<file path="config.mk">
export PLATFORM = sky130hd
export DESIGN_NAME = cpu_boot_seq
export DESIGN_NICKNAME = d
export VERILOG_FILES = /design/src/rtl/cpu_boot_seq.sv
export SDC_FILE = /design/constraint.sdc
export NUM_CORES = 1
export LEC_CHECK = 0
export ABC_AREA = 1
export ABC_CLOCK_PERIOD_IN_PS = 5000
export CORE_MARGIN = 1
export CORE_UTILIZATION = 35
export CTS_BUF_LIST = sky130_fd_sc_hd__clkbuf_8
export DETAILED_ROUTE_END_ITERATION = 7
export DONT_BUFFER_PORTS = 1
export SLEW_MARGIN = 20
export SYNTH_ARGS = -nofsm -noshare
export SYNTH_HDL_FRONTEND = slang
export SYNTH_SLANG_ARGS = --single-unit
</file>
<file path="constraint.sdc">
create_clock -name clk -period 5 [get_ports clk]
set_input_delay 1 -clock clk [delete_from_list [all_inputs] [get_ports clk]]
set_output_delay 1 -clock clk [all_outputs]
set_load 0.02 [all_outputs]
</file>
<file path="src/rtl/cpu_boot_seq.sv">
// Boot sequencer for the embedded stack CPU: it streams a host image into
// code memory, verifies the trailing checksum, then releases the CPU to run.
module cpu_boot_seq #(
    parameter int LOAD_WORDS = 1024,
    parameter int ADDR_W     = 11,
    parameter int TIMEOUT    = 4096
) (
    input  logic              clk,
    input  logic              rst_n,
    input  logic [1:0]        cmd,
    input  logic              cmd_vld,
    input  logic [15:0]       hd,
    input  logic              hd_vld,
    output logic              hd_rdy,
    output logic              load_we,
    output logic [ADDR_W-1:0] load_addr,
    output logic [15:0]       load_data,
    output logic [1:0]        cpu_rst,
    output logic              boot_done,
    output logic              err,
    output logic [2:0]        state
);

    localparam int TO_W = $clog2(TIMEOUT + 1);
    localparam logic [ADDR_W-1:0] LAST_ADDR = ADDR_W'(LOAD_WORDS - 1);
    localparam logic [TO_W-1:0]   TO_LAST   = TO_W'(TIMEOUT - 1);

    localparam logic [1:0] CMD_NOP   = 2'd0;
    localparam logic [1:0] CMD_START = 2'd1;
    localparam logic [1:0] CMD_RUN   = 2'd2;
    localparam logic [1:0] CMD_STOP  = 2'd3;

    typedef enum logic [2:0] {
        S_IDLE = 3'd0,
        S_LOAD = 3'd1,
        S_CHK  = 3'd2,
        S_DONE = 3'd3,
        S_RUN  = 3'd4,
        S_ERR  = 3'd5
    } state_t;

    state_t            state_q, state_d;
    logic [ADDR_W-1:0] cnt_q, cnt_d;
    logic [15:0]       csum_q, csum_d;
    logic [TO_W-1:0]   to_q, to_d;
    logic              err_q, err_d;
    logic              loaded_q, loaded_d;
    logic              we_q, we_d;
    logic [ADDR_W-1:0] addr_q, addr_d;
    logic [15:0]       data_q, data_d;

    logic cmd_act, start_req, run_req, stop_req, accepting, xfer;

    assign cmd_act   = cmd_vld && (cmd != CMD_NOP);
    assign start_req = cmd_vld && (cmd == CMD_START);
    assign run_req   = cmd_vld && (cmd == CMD_RUN);
    assign stop_req  = cmd_vld && (cmd == CMD_STOP);
    assign accepting = (state_q == S_LOAD) || (state_q == S_CHK);

    // A live command always beats a data transfer in the same cycle.
    assign hd_rdy = accepting && !cmd_act;
    assign xfer   = hd_vld && hd_rdy;

    always_ff @(posedge clk or negedge rst_n) begin
        if (!rst_n) begin
            state_q  <= S_IDLE;
            cnt_q    <= '0;
            csum_q   <= '0;
            to_q     <= '0;
            err_q    <= 1'b0;
            loaded_q <= 1'b0;
            we_q     <= 1'b0;
            addr_q   <= '0;
            data_q   <= '0;
        end else begin
            state_q  <= state_d;
            cnt_q    <= cnt_d;
            csum_q   <= csum_d;
            to_q     <= to_d;
            err_q    <= err_d;
            loaded_q <= loaded_d;
            we_q     <= we_d;
            addr_q   <= addr_d;
            data_q   <= data_d;
        end
    end

    always_comb begin
        state_d  = state_q;
        cnt_d    = cnt_q;
        csum_d   = csum_q;
        to_d     = to_q;
        err_d    = err_q;
        loaded_d = loaded_q;
        we_d     = 1'b0;
        addr_d   = addr_q;
        data_d   = data_q;

        if (start_req) begin
            state_d = S_LOAD;
            cnt_d   = '0;
            csum_d  = '0;
            to_d    = '0;
            err_d   = 1'b0;
        end else if (stop_req && state_q != S_ERR) begin
            // An interrupted load leaves memory half-written, so forget the old image.
            if (accepting) begin
                loaded_d = 1'b0;
            end
            state_d = S_IDLE;
        end else begin
            unique case (state_q)
                S_IDLE: begin
                    if (run_req) begin
                        if (loaded_q) begin
                            state_d = S_RUN;
                        end else begin
                            state_d = S_ERR;
                            err_d   = 1'b1;
                        end
                    end
                end
                S_LOAD: begin
                    if (xfer) begin
                        we_d   = 1'b1;
                        addr_d = cnt_q;
                        data_d = hd;
                        csum_d = csum_q + hd;
                        to_d   = '0;
                        if (cnt_q == LAST_ADDR) begin
                            state_d = S_CHK;
                        end else begin
                            cnt_d = cnt_q + ADDR_W'(1);
                        end
                    end else if (to_q == TO_LAST) begin
                        state_d = S_ERR;
                        err_d   = 1'b1;
                    end else begin
                        to_d = to_q + TO_W'(1);
                    end
                end
                S_CHK: begin
                    if (xfer) begin
                        to_d = '0;
                        if (hd == csum_q) begin
                            state_d  = S_DONE;
                            loaded_d = 1'b1;
                        end else begin
                            state_d = S_ERR;
                            err_d   = 1'b1;
                        end
                    end else if (to_q == TO_LAST) begin
                        state_d = S_ERR;
                        err_d   = 1'b1;
                    end else begin
                        to_d = to_q + TO_W'(1);
                    end
                end
                S_DONE:  state_d = S_RUN;
                S_RUN:   state_d = S_RUN;
                S_ERR:   state_d = S_ERR;
                default: state_d = S_IDLE;
            endcase
        end
    end

    always_comb begin
        cpu_rst = 2'b00;
        unique case (state_q)
            S_LOAD, S_CHK, S_DONE: cpu_rst = 2'b01;
            S_RUN:                 cpu_rst = 2'b11;
            default:               cpu_rst = 2'b00;
        endcase
    end

    // The pending write of the previous transfer is squashed by a stop.
    assign load_we   = we_q && !stop_req;
    assign load_addr = addr_q;
    assign load_data = data_q;
    assign boot_done = (state_q == S_DONE);
    assign err       = err_q;
    assign state     = state_q;

endmodule

</file>
[Yosys cells after proc, flatten, opt, wreduce, memory -nomap -nowiden]
Cells that the tools add are included.
Word-level totals
  register bits after elaboration: 73
  bits in latches: 0
  memory bits (writable): 0
  ROM bits: 0
  bits of input ports: 22
  output and inout port bits: 36
  logic and storage cells: 109
  memories kept: 0
Operators by class
  add/subtract/negate cells: 3
  multiply operators: 0
  div/mod/pow operators: 0
  magnitude comparators: 0
  equality and inequality tests: 22
  shifts and indexed selects: 0
  muxes and demuxes: 43
  bitwise logic cells: 2
  reductions and logical operators: 30
Operators with widths (count)
  13-bit 2-to-1 mux: 5
  16-bit 2-to-1 mux: 4
  11-bit 2-to-1 mux: 5
  3-bit 2-to-1 mux: 8
  1-bit 2-to-1 mux: 18
  16-bit adder: 1
  16-bit equality test: 1
  3-bit != test, second input constant: 5
  3-bit one-hot mux with 5 select lines: 1
  2-bit nonzero test: 7
  13-bit by 1-bit adder with 13-bit output, second input constant: 1
  13-bit by 12-bit equality test with 1-bit output, second input constant: 1
  11-bit by 1-bit adder with 11-bit output, second input constant: 1
  11-bit by 10-bit equality test with 1-bit output, second input constant: 1
  1-bit logical AND: 8
  4-bit != test, second input constant: 2
  4-bit AND reduction: 2
  3-bit by 2-bit equality test with 1-bit output, second input constant: 2
  3-bit equality test, second input constant: 2
  2-bit != test, second input constant: 3
  3-bit AND reduction: 2
  6-bit AND reduction: 1
  5-bit by 3-bit != test with 1-bit output, second input constant: 1
  5-bit AND reduction: 1
  13 further kinds: 17

[Longest topological paths before layout]
  word-level depth: 9
  depth in mapped cells: 13
  mapped depth without buffers: 13

[Least setup slack after synthesis]
OpenSTA, ideal clock, no wires.
  kind: input port to output port
  start point: in cmd[1]
  end point: out hd_rdy
  data arrival time: 1659 ps
  data required time: 4000 ps
  slack: 2341 ps
  stages: 3
  path buffers: 0
  cells stage by stage: o21ai_1 inv_1 nor2_1
Between the ends
  word-level cells in the longest chain between the ends: 4
RTL lines
  from (decl): RTL line 10  | input logic [1:0] cmd,
  2-bit nonzero test: RTL line 54  | assign cmd_act = cmd_vld && (cmd != CMD_NOP);
  1-bit logical AND: RTL line 54
  1-bit logical NOT: RTL line 61  | assign hd_rdy = accepting && !cmd_act;
  1-bit logical AND: RTL line 61
  to (decl): RTL line 14  | output logic hd_rdy,
No other way between the ends.

[Worst setup path in the final report]
  start point: reg state_q[2] (netlist: state[2])
  end point: out cpu_rst[0]
Between the ends
  word-level cells in the longest chain between the ends: 3
  elaborated cells on any way between the ends: 6
  those cells by class: 4 x eq/ne; 1 x mux; 1 x reduce/logical
RTL lines
  from (decl): RTL line 42  | state_t state_q, state_d;
  from (signal assigned): RTL line 76  | state_q <= state_d;
  3-bit by 2-bit equality test with 1-bit output or 3-bit by 1-bit equality test with 1-bit output (tied branches): RTL line 169  | unique case (state_q)
  3-bit OR reduction: RTL line 169
  2-bit one-hot mux with 2 select lines (*): RTL line 169
  to (decl): RTL line 18  | output logic [1:0] cpu_rst,
Mark *: on every way between the ends. The rest lies on a longest branch, timed or not.

==> impl_metrics.tcl <==
set metrics [dict create \
    yosys_warnings 0 \
    cp_top_family "simple AND/OR/NAND/NOR gates" \
    antenna_found_initial 0 \
    final_layout_size_suffix_gt1_frac 0.0565 \
    synthAdderAreaFrac 0.0525 \
    die_x_um 115 \
    cts_root_buf "clkbuf_8" \
    synth_common_cells "190 x nand2_1, 73 x dfrtp_1, 63 x inv_1" \
    ctsHtreeMaxLevel 3 \
    yosysTopAreaCellShare 0.412 \
    synth_seq_area_share 0.412 \
    report.final.hold_viol_count 0 \
    cp-start-kind "register" \
    ys.flop_type "dfrtp_1" \
    holdWs_ps 335 \
    dieHeight_um 115 \
    cts_tree "done" \
    fin_nets 637 \
    r2r-start "state[2]" \
    max_stage_delay_ps 580 \
    cts_setup_buffers 0 \
    yosys_register_bits 73 \
    path_cells "inv_2, nor3_1, nand3b_1" \
    synth_edf_count 0 \
    cts.sinks 73 \
    drt.antenna.violating_nets 0 \
    place_worst_setup_slack_ps 2130 \
    powerDensity_mw_per_mm2 510 \
    synthMostInstantiatedCell "nand2_1" \
    relSlewSlack 0.509 \
    crit_slowest_cell "nor3_1" \
    synth_largest_area_cell "dfrtp_1" \
    nFillCells 1271 \
    grt_pass1_vias 3669 \
    worstSkewPairLatency_ps 350 \
    reg2reg_to "load_addr[1]" \
    grt-ovfl-total 0 \
    synth-simple-area-share 0.315 \
    skew_ps 10.6 \
    port_buffers 0 \
    worstSetupPathType "reg -> out" \
    fin_crit_sh 0.591 \
    vias 3850 \
    grt_first_pass_wirelength_um 17600 \
    syn_nets 638 \
    leakage_uw 0.00242 \
    ys_types 36 \
    reg2reg_depth 9 \
    cts_buffers 9 \
    grt_max_degree 74 \
    vias_per_cell 5.00 \
    synth_compound_area_frac 0.115 \
    drtPass1Iterations 5 \
    area_delta_synth_final_pct 8.05 \
    clockBufferDepth 2 \
    grt.total_usage 0.171 \
    dp_hpwl_um 7810 \
    drt_iter0_drc 174 \
    cts_resized 0 \
    worst-path-max-fanout 8 \
    syn_inst 598 \
    synth.area.top_cells "dfrtp_1 41%, nand2_1 16%, o21ai_0 5.8%, inv_1 5.3%, nand3_1 4.9%" \
    endpoint "cpu_rst[0]" \
    initial_core_util 0.364 \
    maxSlewViolCount 0 \
    min-delay-path-class "in -> async" \
    syn_area_per_cell_um2 7.41 \
    hold_buffers 0 \
    gp_congestion 0.865 \
    setup_tns_ps 0 \
    clk_pin_slew_ps 80 \
    max_freq_ghz 0.338 \
    rrSetupSlack_ps 2510 \
    ys_async_sr_fraction 1.00 \
    max_cap_viol_count 0 \
    ir_drop_mv 0.230 \
    routedWlPerCell_um 13.6 \
    cp-end-kind "output pin" \
    ios 58 \
    setup_viol 0 \
    period_minus_slack_ps 2950 \
    path_depth 3 \
    coreArea_mm2 0.0122 \
    worst_ep_arrival_time_ps 1950 \
    synth_top_family_by_area "simple AND/OR/NAND/NOR gates" \
    multi_input_area_mm2 0.00227 \
    die_area_mm2 0.0131 \
    routed_wl_um 10500 \
    tightest_slew_ps 735 \
    synthMuxAreaShare 0 \
    synth_xor_area_frac 0.0296 \
    outcome "finished clean" \
    rsz0062_at_grt "no" \
    cp.required_ps 4000 \
    fin_ws_ps 2050 \
    antennaDiodeCount 0 \
    drc 0 \
    startpoint "state[2]" \
    rows 40 \
    seq_area_mm2 0.00183 \
    syn_area_mm2 0.00443 \
    path_buf_inv 1 \
]
-- worst register-to-register path, cell delays in order, from the launching register on --
cell and delay, ps:
dfrtp_1 500, inv_2 220, nand3_2 160, nand2_2 160, nand3_4 210, nor2_2 370
inv_1 260, buf_4 300, nand2_1 100, o21ai_0 80
-- cells in the final DEF (no fill, tap or decap), drive strengths merged --
cell / synthesis / routed
nand2: 193 / 193
dfrtp: 73 / 73
inv: 66 / 66
o21ai: 56 / 56
nand3: 47 / 47
nor2: 45 / 45
a21oi: 25 / 25
nand4: 18 / 18
ha: 17 / 17
xor2: 14 / 14
nor3: 12 / 12
clkbuf: 3 / 9
a21o: 4 / 4
clkinv: 0 / 4
o21bai: 3 / 3
nand3b: 2 / 2
or2: 2 / 2
bufinv: 0 / 2
buf: 11 / 2
o22ai: 1 / 1
xnor2: 1 / 1
a21boi: 1 / 1
nor4: 1 / 1
a31oi: 1 / 1
o31ai: 1 / 1
fa: 1 / 1
clkinvlp: 0 / 1
-- final cells by class --
class / instances / area share
clock inverter: 7 / 0.0199
sequential: 73 / 0.381
multi-input combinational: 445 / 0.474
timing repair buffer: 2 / 0.00314
clock buffer: 9 / 0.0259
inverter: 66 / 0.0517
tap: 168 / 0.0439
-- metal layers --
| metal | global-route usage | wire length (um) | vias up |
|---|---|---|---|
| met3 | 0.0413 | 560 | 6 |
| met2 | 0.279 | 5010 | 76 |
| li1 | - | - | 1963 |
| met4 | 0.0580 | 78 | 0 |
| met5 | 0 | 0 | - |
| met1 | 0.223 | 4850 | 1805 |
-- per-stage QoR --
step	util	total power [uW]	area, um^2	cells
after floorplan	-	1760	4430	598
after global placement	0.376	1920	4570	754
after detailed placement	0.376	1940	4570	754
after CTS	0.394	2470	4790	770
after global routing	0.394	2640	4790	770
final	0.394	2440	4790	770
-- sequential cells by signal (all words and copies together), names as in the netlist --
name       count
to_q          13
err            1
state          3
loaded_q       1
csum_q        16
load_data     16
we_q           1
cnt_q         11
load_addr     11
-- where the power goes --
group	total [uW]	internal [uW]	switching, uW
clock network	515	281	235
logic	833	288	545
registers	1100	786	310
total	2440	1350	1090
-- worst min path at each step --
stage / from / end / slack (ps)
2_1_floorplan: csum_q[9] / csum_q[9] / 450
3_3_place_gp: csum_q[14] / csum_q[14] / 470
3_5_place_dp: csum_q[11] / csum_q[11] / 480
4_1_cts: rst_n / cnt_q[0] / 310
5_1_grt: rst_n / cnt_q[6] / 310
6_report: rst_n / state[1] / 340
-- cells by family after synthesis --
family          after synthesis
xor+xnor                     15
simple gates                320
compound gates               92
flops                        73
fa+ha+maj                    18
buf+inv                      80
Note: power is estimated with default switching activity, not from simulation.
